$ cat config.mk
export PLATFORM = sky130hd
export DESIGN_NAME = ram_req_initiator
export DESIGN_NICKNAME = d
export VERILOG_FILES = /design/src/rtl/ram_req_pkg.sv /design/src/rtl/ram_req_chan.sv /design/src/rtl/ram_req_initiator.sv
export SDC_FILE = /design/constraint.sdc
export NUM_CORES = 1
export LEC_CHECK = 0
export ABC_AREA = 0
export BUFFER_PORTS_ARGS = -buffer_cell sky130_fd_sc_hd__buf_4
export CORE_MARGIN = 5
export CORE_UTILIZATION = 49
export CTS_BUF_LIST = sky130_fd_sc_hd__clkbuf_4 sky130_fd_sc_hd__clkbuf_8
export CTS_CLUSTER_DIAMETER = 150
export DETAILED_ROUTE_END_ITERATION = 12
export PLACE_DENSITY = 0.76
export SETUP_SLACK_MARGIN = 0.4
export SLEW_MARGIN = 25
export SYNTH_ARGS = -nofsm -noshare
export SYNTH_HDL_FRONTEND = slang
export SYNTH_SLANG_ARGS = --single-unit
export TNS_END_PERCENT = 100
$ cat constraint.sdc
create_clock -name clk -period 1.83 [get_ports clk]
set_clock_uncertainty 0.1 [all_clocks]
set_input_delay 0 -clock clk [delete_from_list [all_inputs] [get_ports clk]]
set_output_delay 0 -clock clk [all_outputs]
set_load 0.02 [all_outputs]
$ cat src/rtl/ram_req_pkg.sv
// Shared types and defaults for the RAMsim request initiator.
//   chan_state_e  : per-channel lifecycle IDLE -> REQ -> WAIT -> RSP
//   chan_result_t : completion record (timeout flag + read data) at default width
//   timer_width() : bits needed for a timeout counter that reaches cyc-1
package ram_req_pkg;

    localparam int DEF_ADDR_W      = 64;
    localparam int DEF_DATA_W      = 64;
    localparam int DEF_TIMEOUT_CYC = 1024;

    typedef enum logic [1:0] {
        IDLE = 2'd0,
        REQ  = 2'd1,
        WAIT = 2'd2,
        RSP  = 2'd3
    } chan_state_e;

    typedef struct packed {
        logic                  timeout;
        logic [DEF_DATA_W-1:0] rdata;
    } chan_result_t;

    function automatic int timer_width(input int cyc);
        return (cyc > 2) ? $clog2(cyc) : 1;
    endfunction

endpackage

$ cat src/rtl/ram_req_chan.sv
// One request channel (read or write) towards the memory model.
// Holds a single outstanding operation: latches the command, drives the
// valid/addr/data request until the model takes it, waits for the fin
// pulse (or a timeout) and then parks the result until the top releases it.
// Ports:
//   clk, rst_n         clock, asynchronous active-low reset
//   accept             command for this channel accepted this cycle
//   cmd_addr/cmd_wdata command payload latched on accept
//   xvalid/xaddr/xdata request to the model
//   xready/xfin        model handshake and completion pulse
//   rdata              model read data, valid with xfin
//   idle/busy/done     channel in IDLE / in REQ or WAIT / in RSP
//   res_timeout/res_rdata  parked result while done
//   release_rsp        result consumed by the host, return to IDLE
module ram_req_chan
    import ram_req_pkg::*;
#(
    parameter int ADDR_W      = DEF_ADDR_W,
    parameter int DATA_W      = DEF_DATA_W,
    parameter int TIMEOUT_CYC = DEF_TIMEOUT_CYC,
    parameter bit IS_WRITE    = 1'b0
) (
    input  logic              clk,
    input  logic              rst_n,
    input  logic              accept,
    input  logic [ADDR_W-1:0] cmd_addr,
    input  logic [DATA_W-1:0] cmd_wdata,
    output logic              xvalid,
    output logic [ADDR_W-1:0] xaddr,
    output logic [DATA_W-1:0] xdata,
    input  logic              xready,
    input  logic              xfin,
    input  logic [DATA_W-1:0] rdata,
    output logic              idle,
    output logic              busy,
    output logic              done,
    output logic              res_timeout,
    output logic [DATA_W-1:0] res_rdata,
    input  logic              release_rsp
);

    localparam int TW = timer_width(TIMEOUT_CYC);
    localparam logic [TW-1:0] TIMER_LAST = (TIMEOUT_CYC > 0) ? TW'(TIMEOUT_CYC - 1) : '0;

    chan_state_e       state_reg;
    logic              valid_reg;
    logic [ADDR_W-1:0] addr_reg;
    logic [DATA_W-1:0] data_reg;
    logic [DATA_W-1:0] rdata_reg;
    logic              timeout_reg;
    logic [TW-1:0]     timer_reg;
    logic              expired;
    logic [DATA_W-1:0] cap_data;

    // Write completions carry no data.
    assign cap_data = IS_WRITE ? '0 : rdata;
    // Last permitted cycle in REQ/WAIT; a fin in this same cycle still wins.
    assign expired  = (TIMEOUT_CYC != 0) && (timer_reg == TIMER_LAST);

    always_ff @(posedge clk or negedge rst_n) begin
        if (!rst_n) begin
            state_reg   <= IDLE;
            valid_reg   <= 1'b0;
            addr_reg    <= '0;
            data_reg    <= '0;
            rdata_reg   <= '0;
            timeout_reg <= 1'b0;
            timer_reg   <= '0;
        end else begin
            case (state_reg)
                IDLE: begin
                    if (accept) begin
                        addr_reg  <= cmd_addr;
                        data_reg  <= cmd_wdata;
                        timer_reg <= '0;
                        valid_reg <= 1'b1;
                        state_reg <= REQ;
                    end
                end
                REQ: begin
                    if (xready && xfin) begin
                        // Model took the request and finished in the same cycle.
                        valid_reg   <= 1'b0;
                        timeout_reg <= 1'b0;
                        rdata_reg   <= cap_data;
                        state_reg   <= RSP;
                    end else if (expired) begin
                        valid_reg   <= 1'b0;
                        timeout_reg <= 1'b1;
                        rdata_reg   <= '0;
                        state_reg   <= RSP;
                    end else if (xready) begin
                        valid_reg <= 1'b0;
                        timer_reg <= timer_reg + 1'b1;
                        state_reg <= WAIT;
                    end else begin
                        timer_reg <= timer_reg + 1'b1;
                    end
                end
                WAIT: begin
                    if (xfin) begin
                        timeout_reg <= 1'b0;
                        rdata_reg   <= cap_data;
                        state_reg   <= RSP;
                    end else if (expired) begin
                        timeout_reg <= 1'b1;
                        rdata_reg   <= '0;
                        state_reg   <= RSP;
                    end else begin
                        timer_reg <= timer_reg + 1'b1;
                    end
                end
                RSP: begin
                    if (release_rsp) begin
                        state_reg <= IDLE;
                    end
                end
                default: state_reg <= IDLE;
            endcase
        end
    end

    assign xvalid      = valid_reg;
    assign xaddr       = addr_reg;
    assign xdata       = data_reg;
    assign idle        = (state_reg == IDLE);
    assign busy        = (state_reg == REQ) || (state_reg == WAIT);
    assign done        = (state_reg == RSP);
    assign res_timeout = timeout_reg;
    assign res_rdata   = rdata_reg;

endmodule

$ cat src/rtl/ram_req_initiator.sv
// Request-side master for the RAMsim_DPI memory model.
// Splits a single host command stream into independent read and write
// channels (one outstanding op each) and merges their completions back
// into one registered response port with round-robin arbitration.
// Ports:
//   clk, rst_n                        clock, asynchronous active-low reset
//   cmd_valid/cmd_ready/cmd_write/cmd_addr/cmd_wdata   host command
//   rsp_valid/rsp_ready/rsp_write/rsp_timeout/rsp_rdata host response
//   stray_fin                         sticky: fin seen on a channel not expecting one
//   rvalid/raddr, readReady, readfin, rdata            model read channel
//   wvalid/waddr/wdata, writeReady, writefin           model write channel
module ram_req_initiator
    import ram_req_pkg::*;
#(
    parameter int ADDR_W      = DEF_ADDR_W,
    parameter int DATA_W      = DEF_DATA_W,
    parameter int TIMEOUT_CYC = DEF_TIMEOUT_CYC
) (
    input  logic              clk,
    input  logic              rst_n,
    input  logic              cmd_valid,
    output logic              cmd_ready,
    input  logic              cmd_write,
    input  logic [ADDR_W-1:0] cmd_addr,
    input  logic [DATA_W-1:0] cmd_wdata,
    output logic              rsp_valid,
    input  logic              rsp_ready,
    output logic              rsp_write,
    output logic              rsp_timeout,
    output logic [DATA_W-1:0] rsp_rdata,
    output logic              stray_fin,
    output logic              rvalid,
    output logic [ADDR_W-1:0] raddr,
    output logic              wvalid,
    output logic [ADDR_W-1:0] waddr,
    output logic [DATA_W-1:0] wdata,
    input  logic              readReady,
    input  logic              writeReady,
    input  logic              readfin,
    input  logic              writefin,
    input  logic [DATA_W-1:0] rdata
);

    logic              run_reg;
    logic              rsp_valid_reg;
    logic              rsp_write_reg;
    logic              rsp_timeout_reg;
    logic [DATA_W-1:0] rsp_rdata_reg;
    logic              prio_wr_reg;
    logic              stray_reg;

    logic              rd_idle, rd_busy, rd_done, rd_timeout;
    logic              wr_idle, wr_busy, wr_done, wr_timeout;
    logic [DATA_W-1:0] rd_rdata, wr_rdata, rd_wdata_unused;
    logic              rd_accept, wr_accept, rd_release, wr_release;
    logic              rsp_fire, slot_free, rd_elig, wr_elig, grant_rd, grant_wr;

    // run_reg keeps cmd_ready low while in reset and for the first edge after it.
    assign cmd_ready = run_reg && (cmd_write ? wr_idle : rd_idle);
    assign rd_accept = cmd_valid && cmd_ready && !cmd_write;
    assign wr_accept = cmd_valid && cmd_ready && cmd_write;

    // rsp_write_reg doubles as the owner tag of the response register; the
    // owning channel stays in RSP until the host actually takes the response.
    assign rsp_fire   = rsp_valid_reg && rsp_ready;
    assign rd_release = rsp_fire && !rsp_write_reg;
    assign wr_release = rsp_fire && rsp_write_reg;

    assign slot_free = !rsp_valid_reg || rsp_ready;
    assign rd_elig   = rd_done && !(rsp_valid_reg && !rsp_write_reg);
    assign wr_elig   = wr_done && !(rsp_valid_reg && rsp_write_reg);
    assign grant_wr  = slot_free && wr_elig && (!rd_elig || prio_wr_reg);
    assign grant_rd  = slot_free && rd_elig && (!wr_elig || !prio_wr_reg);

    ram_req_chan #(
        .ADDR_W(ADDR_W), .DATA_W(DATA_W), .TIMEOUT_CYC(TIMEOUT_CYC), .IS_WRITE(1'b0)
    ) u_rd_chan (
        .clk(clk), .rst_n(rst_n), .accept(rd_accept),
        .cmd_addr(cmd_addr), .cmd_wdata(cmd_wdata),
        .xvalid(rvalid), .xaddr(raddr), .xdata(rd_wdata_unused),
        .xready(readReady), .xfin(readfin), .rdata(rdata),
        .idle(rd_idle), .busy(rd_busy), .done(rd_done),
        .res_timeout(rd_timeout), .res_rdata(rd_rdata), .release_rsp(rd_release)
    );

    ram_req_chan #(
        .ADDR_W(ADDR_W), .DATA_W(DATA_W), .TIMEOUT_CYC(TIMEOUT_CYC), .IS_WRITE(1'b1)
    ) u_wr_chan (
        .clk(clk), .rst_n(rst_n), .accept(wr_accept),
        .cmd_addr(cmd_addr), .cmd_wdata(cmd_wdata),
        .xvalid(wvalid), .xaddr(waddr), .xdata(wdata),
        .xready(writeReady), .xfin(writefin), .rdata(rdata),
        .idle(wr_idle), .busy(wr_busy), .done(wr_done),
        .res_timeout(wr_timeout), .res_rdata(wr_rdata), .release_rsp(wr_release)
    );

    always_ff @(posedge clk or negedge rst_n) begin
        if (!rst_n) begin
            run_reg         <= 1'b0;
            rsp_valid_reg   <= 1'b0;
            rsp_write_reg   <= 1'b0;
            rsp_timeout_reg <= 1'b0;
            rsp_rdata_reg   <= '0;
            prio_wr_reg     <= 1'b1;
            stray_reg       <= 1'b0;
        end else begin
            run_reg <= 1'b1;
            if (grant_wr) begin
                rsp_valid_reg   <= 1'b1;
                rsp_write_reg   <= 1'b1;
                rsp_timeout_reg <= wr_timeout;
                rsp_rdata_reg   <= wr_rdata;
                prio_wr_reg     <= 1'b0;
            end else if (grant_rd) begin
                rsp_valid_reg   <= 1'b1;
                rsp_write_reg   <= 1'b0;
                rsp_timeout_reg <= rd_timeout;
                rsp_rdata_reg   <= rd_rdata;
                prio_wr_reg     <= 1'b1;
            end else if (rsp_fire) begin
                rsp_valid_reg <= 1'b0;
            end
            // A fin outside REQ/WAIT belongs to no live op (e.g. after a timeout).
            if ((readfin && !rd_busy) || (writefin && !wr_busy)) begin
                stray_reg <= 1'b1;
            end
        end
    end

    assign rsp_valid   = rsp_valid_reg;
    assign rsp_write   = rsp_write_reg;
    assign rsp_timeout = rsp_timeout_reg;
    assign rsp_rdata   = rsp_rdata_reg;
    assign stray_fin   = stray_reg;

endmodule

==> results of run 1 <==
per-stage QoR:
step / power [mW] / cell area (um2) / util [%]
3_3_place_gp: 33.7 / 21300 / 63.4
4_1_cts: 44.4 / 25200 / 74.7
6_report: 47.5 / 26200 / 77.7
5_1_grt: 49.1 / 26200 / 77.7
2_1_floorplan: 25.9 / 17100 / -
3_5_place_dp: 34.3 / 21300 / 63.4
final timing paths:
check	start	to	depth (start not counted)
max in group asynchronous	rst_n	u_rd_chan.timer_reg[1]	4
min	rdata[6]	u_rd_chan.res_rdata[6]	3
max reg2reg	u_wr_chan.state_reg[0]	u_wr_chan.timer_reg[4]	9
min reg2reg	u_wr_chan.res_rdata[8]	rsp_rdata[8]	2
max	u_wr_chan.state_reg[0]	u_wr_chan.timer_reg[4]	9
min in group asynchronous	rst_n	u_wr_chan.xdata[34]	3
cell type report:
| class | count | area share (%) |
|---|---|---|
| Clock buffer | 110 | 5.28 |
| Inverter | 54 | 0.774 |
| Multi-Input combinational cell | 612 | 23.0 |
| Antenna cell | 4 | 0.0382 |
| Timing Repair Buffer | 802 | 28.1 |
| Sequential cell | 418 | 40.0 |
| Clock inverter | 17 | 0.707 |
| Tap cell | 448 | 2.14 |
cell usage in the layout, fill, tap and decap left out, drive strengths merged, types with 14 or more instances in the layout:
master,n
a22o,65
mux2i,24
ha,14
buf,586
dlygate4sd3,201
dfrtp,417
o21ai,46
nand2,50
inv,59
a21oi,23
clkbuf,125
a222oi,42
and2,67
mux2,193
logic make-up (layout without fill, tap and decap cells):
group / Yosys count / in the layout / synth area share [%]
other: 1 / 5 / 0.0224
adders and majority gates: 14 / 14 / 1.04
muxes: 217 / 217 / 17.1
and+or+nand+nor: 163 / 163 / 5.25
DFF: 418 / 418 / 62.4
AOI/OAI and AO/OA: 217 / 217 / 10.1
buffers and inverters: 120 / 983 / 4.13
routing by layer:
layer	vias up	share of wire, %	routed length (um)	GRT usage, %
met5	-	0.022	14	0
met1	7086	36	22800	35.5
met4	2	5.6	3590	13.5
met3	190	8.2	5200	7.39
li1	5783	-	-	-
met2	854	50	32100	49.7
repair_timing:
item	CTS	global route
hold buffers	201	0
buffers inserted	9	25
cloned	1	24
resized for setup	39	81
endpoints found under the hold margin	711	0
setup endpoints to repair	416	473
pin swaps	23	22
power by group through the flow:
stage | Combinational (mW) | Clock, mW | Sequential [mW]
after global placement | 18.6 | 0 | 15.1
after detailed placement | 19.1 | 0 | 15.2
final | 22.6 | 9.32 | 15.5
after floorplan | 7.72 | 0 | 18.1
after CTS | 19.9 | 9.32 | 15.1
after global routing | 23.5 | 9.89 | 15.8
worst min-delay path, stage by stage:
cell	delay, ns
dlygate4sd3_1	0.53
buf_4	0.10
a22o_1	0.12
==> flow_summary_export.csv, run 1 <==
group,metric,value,unit
outcome,outcome,"complete, but fails checks",
outcome,violations,"negative setup slack",
grt,grt_pass1_vias,14500,
setup_path,critPathTopFamily,"compound AO/OA/AOI/OAI gates",
timing,max_slew.worst_pin.slew,0.522,ns
pwr,p_leak,13.4,nW
final_layout,final_cells,2465,
synth,yosys.area.top_type,"dfrtp_1",
timing,timing.final.max_slew_violations,0,
final_layout,regArea,10500,um2
timing,finalSetupViolCount,386,
synth,ys_ff_latch,418,
timing,hold_viol_final,0,
setup_path,cp_max_fo,6,
hold_path,min_path_type,"in -> reg",
synth,ys.flop_type,"dfrtp_1",
synth,ys_warn_count,0,
synth,syn_avg_cell_area,14.6,um2
floorplanning,initial_core_util,49.8,%
floorplanning,ios,464,
timing,period_share,110,%
route,ant_nets,0,
timing,clock.fmax,0.499,GHz
final_layout,fillers,1825,
clock_tree,cts_sinks,418,
route,drt-total-wl,63700,um
clock_tree,cts_tree,"done",
grt,grt_overflow,0,
placement,dp.cells,2074,
floorplanning,die_area,38000,um2
clock_tree,cts-htree-levels,3,
setup_path,crit_path_start_kind,"flop",
clock_tree,clk_pin_slew_worst_paths,0.06,ns
route,wl_per_cell,25.8,um
final_layout,drive_above_1_share,50.6,%
final_layout,multiInputGateArea,6020,um2
pwr,p_seq_share,32.7,%
placement,hpwlAfterDp,34600,um
clock_tree,numCtsBuffers,71,
final_layout,final_nets,2174,
setup_path,cp.required,2.25,ns
setup_path,worstSetupEndpointType,"flop",
route,drc,0,
synth,synthTopCellsByArea,"dfrtp_1, mux2_4, mux2_2",
placement,io_buffers,463,
grt,antenna_found_initial,5,
synth,yosys.area.top_type_share,62.2,%
synth,synth_cell_types,55,
synth,yosysMostFrequentCell,"dfrtp_1",
synth,netlist_top_cells_count,"dfrtp_1, mux2_4, mux2_2",
floorplanning,die-width,195,um
pwr,p_clk_share,19.6,%
placement,pre_cts_ws,-0.172,ns
route,avgViaCountPerCell,5.65,
synth,async_reset_ff_share,100,%
route,firstDrtPassIters,9,
timing,finalHoldWorstSlack,0.0644,ns
clock_tree,cts-root-buf,"clkbuf_8",
grt,grt_pass1_wl,87700,um
floorplanning,row_count,67,
grt,grt_max_degree,65,
pwr,comb_power_share,47.7,%
pwr,ir_drop,0.00123,V
setup_path,path_cells,"inv_2, buf_12, ha_4, a21o_1, a221oi_2, buf_4, buf_6, a41oi_2, a21oi_2",
pwr,p_int,29.1,mW
timing,slew_headroom,65.1,%
setup_path,cpPeakStageDelay,0.38,ns
route,vias,13900,
pwr,p_sw,18.4,mW
setup_path,path_class,"reg -> reg",
setup_path,cp_slowest_cell,"dfrtp_1",
timing,rsz0062_at_grt,"yes",
synth,yosysSeqAreaShare,62.4,%
grt,grt_use_total,29.3,%
synth,synth_cells,1150,
timing,setup_ws,-0.176,ns
setup_path,path_buf_inv,4,
floorplanning,die-height,195,um
placement,place_congestion,0.874,
clock_tree,clock_latency,0.61,ns
setup_path,r2r_slack,-0.18,ns
route,drt_iter0_markers,1340,
floorplanning,core_area,33700,um2
timing,fin_tns_setup,-33.74,ns
synth,syn-cell-area,16800,um2
final_layout,syn_to_final_growth,56.1,%
clock_tree,cts_max_path_buffers,3,
synth,synth_nets,1365,
job,drv_cap,0,
pwr,p_sw_share,38.8,%
synth,synth_edf_count,0,
pwr,pwr_density_cell,1810,nW/um2
timing,post-route-min-period,2.01,ns
setup_path,crit_arrival,2.43,ns
Note: power is estimated with default switching activity, not from simulation.
==> inputs of run 2 (changes only) <==
- ABC_AREA: 0 -> 1
- PLACE_DENSITY: 0.76 -> 0.75
==> flow_summary_export.csv, run 2 <==
group,metric,value,unit
setup_path,cp.required,2.27,ns
setup_path,critPathTopFamily,"buffers and inverters",
clock_tree,clock_latency,0.61,ns
grt,grt_pass1_wl,98400,um
setup_path,r2r-start,"u_rd_chan.state_reg[0]",
setup_path,crit_arrival,2.44,ns
synth,synth_top_family_by_area,"simple AND/OR/NAND/NOR gates",
floorplanning,die-width,195,um
final_layout,fillers,1714,
synth,ys.flop_type,"dfrtp_1",
synth,ys_ff_latch,418,
hold_path,hold_path_end,"u_wr_chan.xvalid",
timing,finalHoldWorstSlack,-0.175,ns
placement,hpwlAfterDp,37400,um
timing,clock.fmax,0.501,GHz
synth,yosys.area.top_type_share,61.9,%
timing,period_share,109,%
final_layout,drive_above_1_share,37.0,%
timing,post-route-min-period,2.00,ns
setup_path,cp_slowest_cell,"dfrtp_1",
timing,finalSetupViolCount,239,
synth,yosys.area.top_type,"dfrtp_1",
job,drv_cap,0,
final_layout,regArea,10500,um2
pwr,p_leak,14.8,nW
synth,synth_nets,2157,
route,firstDrtPassIters,11,
synth,ys_warn_count,0,
final_layout,final_common_cell,"nand2_1",
floorplanning,core_area,34300,um2
synth,netlist_top_cells_count,"nand2_1, dfrtp_1, nand3_1",
setup_path,cp_max_fo,6,
synth,async_reset_ff_share,100,%
synth,synth-compound-area-share,1.16,%
placement,io_buffers,463,
placement,dp.cells,2830,
setup_path,path_buf_inv,5,
clock_tree,numCtsBuffers,71,
timing,timing.final.max_slew_violations,0,
grt,grt_pass1_vias,17500,
placement,pre_cts_ws,-0.0722,ns
timing,setup_ws,-0.167,ns
outcome,violations,"negative hold slack, negative setup slack",
setup_path,worstSetupEndpointType,"flop",
floorplanning,die_area,38200,um2
route,wl_per_cell,23.9,um
outcome,outcome,"complete, but fails checks",
hold_path,holdPathStages,4,
pwr,ir_drop,0.00101,V
final_layout,layout_common_cells,"nand2_1, buf_4, dfrtp_1, dlygate4sd3_1, nand2_2",
synth,synth_cells,1942,
route,vias,18400,
setup_path,r2r_slack,-0.17,ns
clock_tree,cts_tree,"done",
synth,synthMuxAreaShare,0,%
floorplanning,initial_core_util,49.1,%
clock_tree,cts_hold_buf,203,
route,drt-total-wl,78000,um
final_layout,syn_to_final_growth,65.6,%
hold_path,min_from,"cmd_write",
setup_path,cpPeakStageDelay,0.40,ns
synth,synth_edf_count,0,
clock_tree,cts_sinks,418,
floorplanning,die-height,195,um
final_layout,finalCoreUtilization,81.4,%
clock_tree,cts-htree-levels,3,
final_layout,final_cells,3261,
final_layout,final_nets,2962,
pwr,pwr_density_cell,1680,nW/um2
setup_path,path_cells,"inv_2, ha_4, nor2_4, nor2_2, nand4_1, buf_6, inv_12, buf_12, clkbuf_16, nand2_1, nand2_1",
synth,syn-cell-area,16900,um2
timing,rsz0062_at_grt,"yes",
synth,yosys.area_share.simple,29.8,%
pwr,p_total,46.7,mW
placement,place_congestion,0.925,
synth,yosysSeqAreaShare,62.1,%
grt,grt_overflow,0,
setup_path,path_class,"reg -> reg",
setup_path,crit_path_start_kind,"flop",
timing,hold_viol_final,6,
clock_tree,cts_max_path_buffers,3,
setup_path,worst_path_most_repeated_cell,"nand2_1",
route,avgViaCountPerCell,5.64,
clock_tree,cts-root-buf,"clkbuf_8",
grt,antenna_found_initial,2,
setup_path,regToRegEndpoint,"u_rd_chan.xaddr[27]",
route,drc,0,
synth,syn_avg_cell_area,8.68,um2
route,drt_iter0_markers,2032,
hold_path,min_path_type,"in -> reg",
grt,grt_max_degree,76,
synth,yosysMostFrequentCell,"nand2_1",
synth,synth_cell_types,37,
floorplanning,ios,464,
grt,grt_use_total,32.6,%
final_layout,multiInputGateArea,6720,um2
synth,synthTopCellsByArea,"dfrtp_1, nand2_1, nand3_1",
synth,synth_xor_area_share,0.312,%
route,ant_nets,0,
floorplanning,row_count,68,
setup_path,r2r_cells,11,
synth,synthAdderAreaFrac,1.04,%
clock_tree,clk_pin_slew_worst_paths,0.06,ns
==> run 2: power breakdown <==
group	leakage, nW	total, mW	switching (mW)	internal [mW]
clock network	0.790	8.96	4.12	4.84
logic	8.64	22.3	13.2	9.13
registers	5.38	15.5	2.82	12.7
total	14.8	46.7	20.1	26.7
==> run 2: per-layer routing <==
layer / wire, um / track usage, % / vias up
li1: - / - / 7595
met1: 24800 / 38.2 / 8715
met2: 36100 / 54.1 / 1557
met3: 9410 / 7.54 / 519
met4: 7650 / 20.6 / 0
met5: 0 / 0 / -
==> run 2: timing repair <==
| item | 4_1_cts | 5_1_grt |
|---|---|---|
| gates resized for setup | 66 | 250 |
| setup endpoints to repair | 416 | 738 |
| buffers inserted | 34 | 13 |
| pin swaps | 11 | 84 |
| endpoints found under the hold margin | 696 | 1 |
| cloned | 20 | 29 |
==> run 2: cell type report <==
class                           count  area share, %
Tap cell                          455           2.04
Multi-Input combinational cell   1323           24.1
Inverter                          107           1.63
Clock inverter                     14          0.336
Antenna cell                        3         0.0269
Clock buffer                      115           4.98
Sequential cell                   418           37.5
Timing Repair Buffer              826           29.4
==> run 2: cell families after synthesis <==
family          count (synthesis)
xor+xnor                        6
simple gates                 1266
other cells                     1
compound gates                 35
buf+inv                       202
fa+ha+maj                      14
flops                         418
==> run 2: how the worst max path moves through the flow <==
stage	cells past startpoint	start	endpoint
finish	11	u_rd_chan.state_reg[0]	u_rd_chan.xaddr[27]
global route	10	u_rd_chan.state_reg[1]	u_rd_chan.xaddr[18]
CTS	10	u_rd_chan.state_reg[0]	u_rd_chan.xaddr[38]
detailed placement	10	u_rd_chan.state_reg[0]	u_rd_chan.xaddr[4]
global placement	10	u_rd_chan.state_reg[0]	u_rd_chan.xaddr[61]
floorplan	12	u_wr_chan.state_reg[0]	u_wr_chan.xaddr[10]
==> run 2: stage by stage <==
stage          hold slack [ns]  area [um2]  TNS (ns)
2_1_floorplan           -0.396       17800         0
3_3_place_gp            -0.184       21700         0
3_5_place_dp            -0.185       21700     -3.98
4_1_cts                 -0.271       26300         0
5_1_grt                 -0.192       27900    -39.11
6_report                -0.175       27900    -13.03
==> run 2: worst register-to-register path: cells and delay by family, from the launching register on <==
kind	cells	cell delay, ns
DFF	1	0.40
and+or+nand+nor	5	0.60
adders and majority gates	1	0.16
buffers and inverters	5	0.70
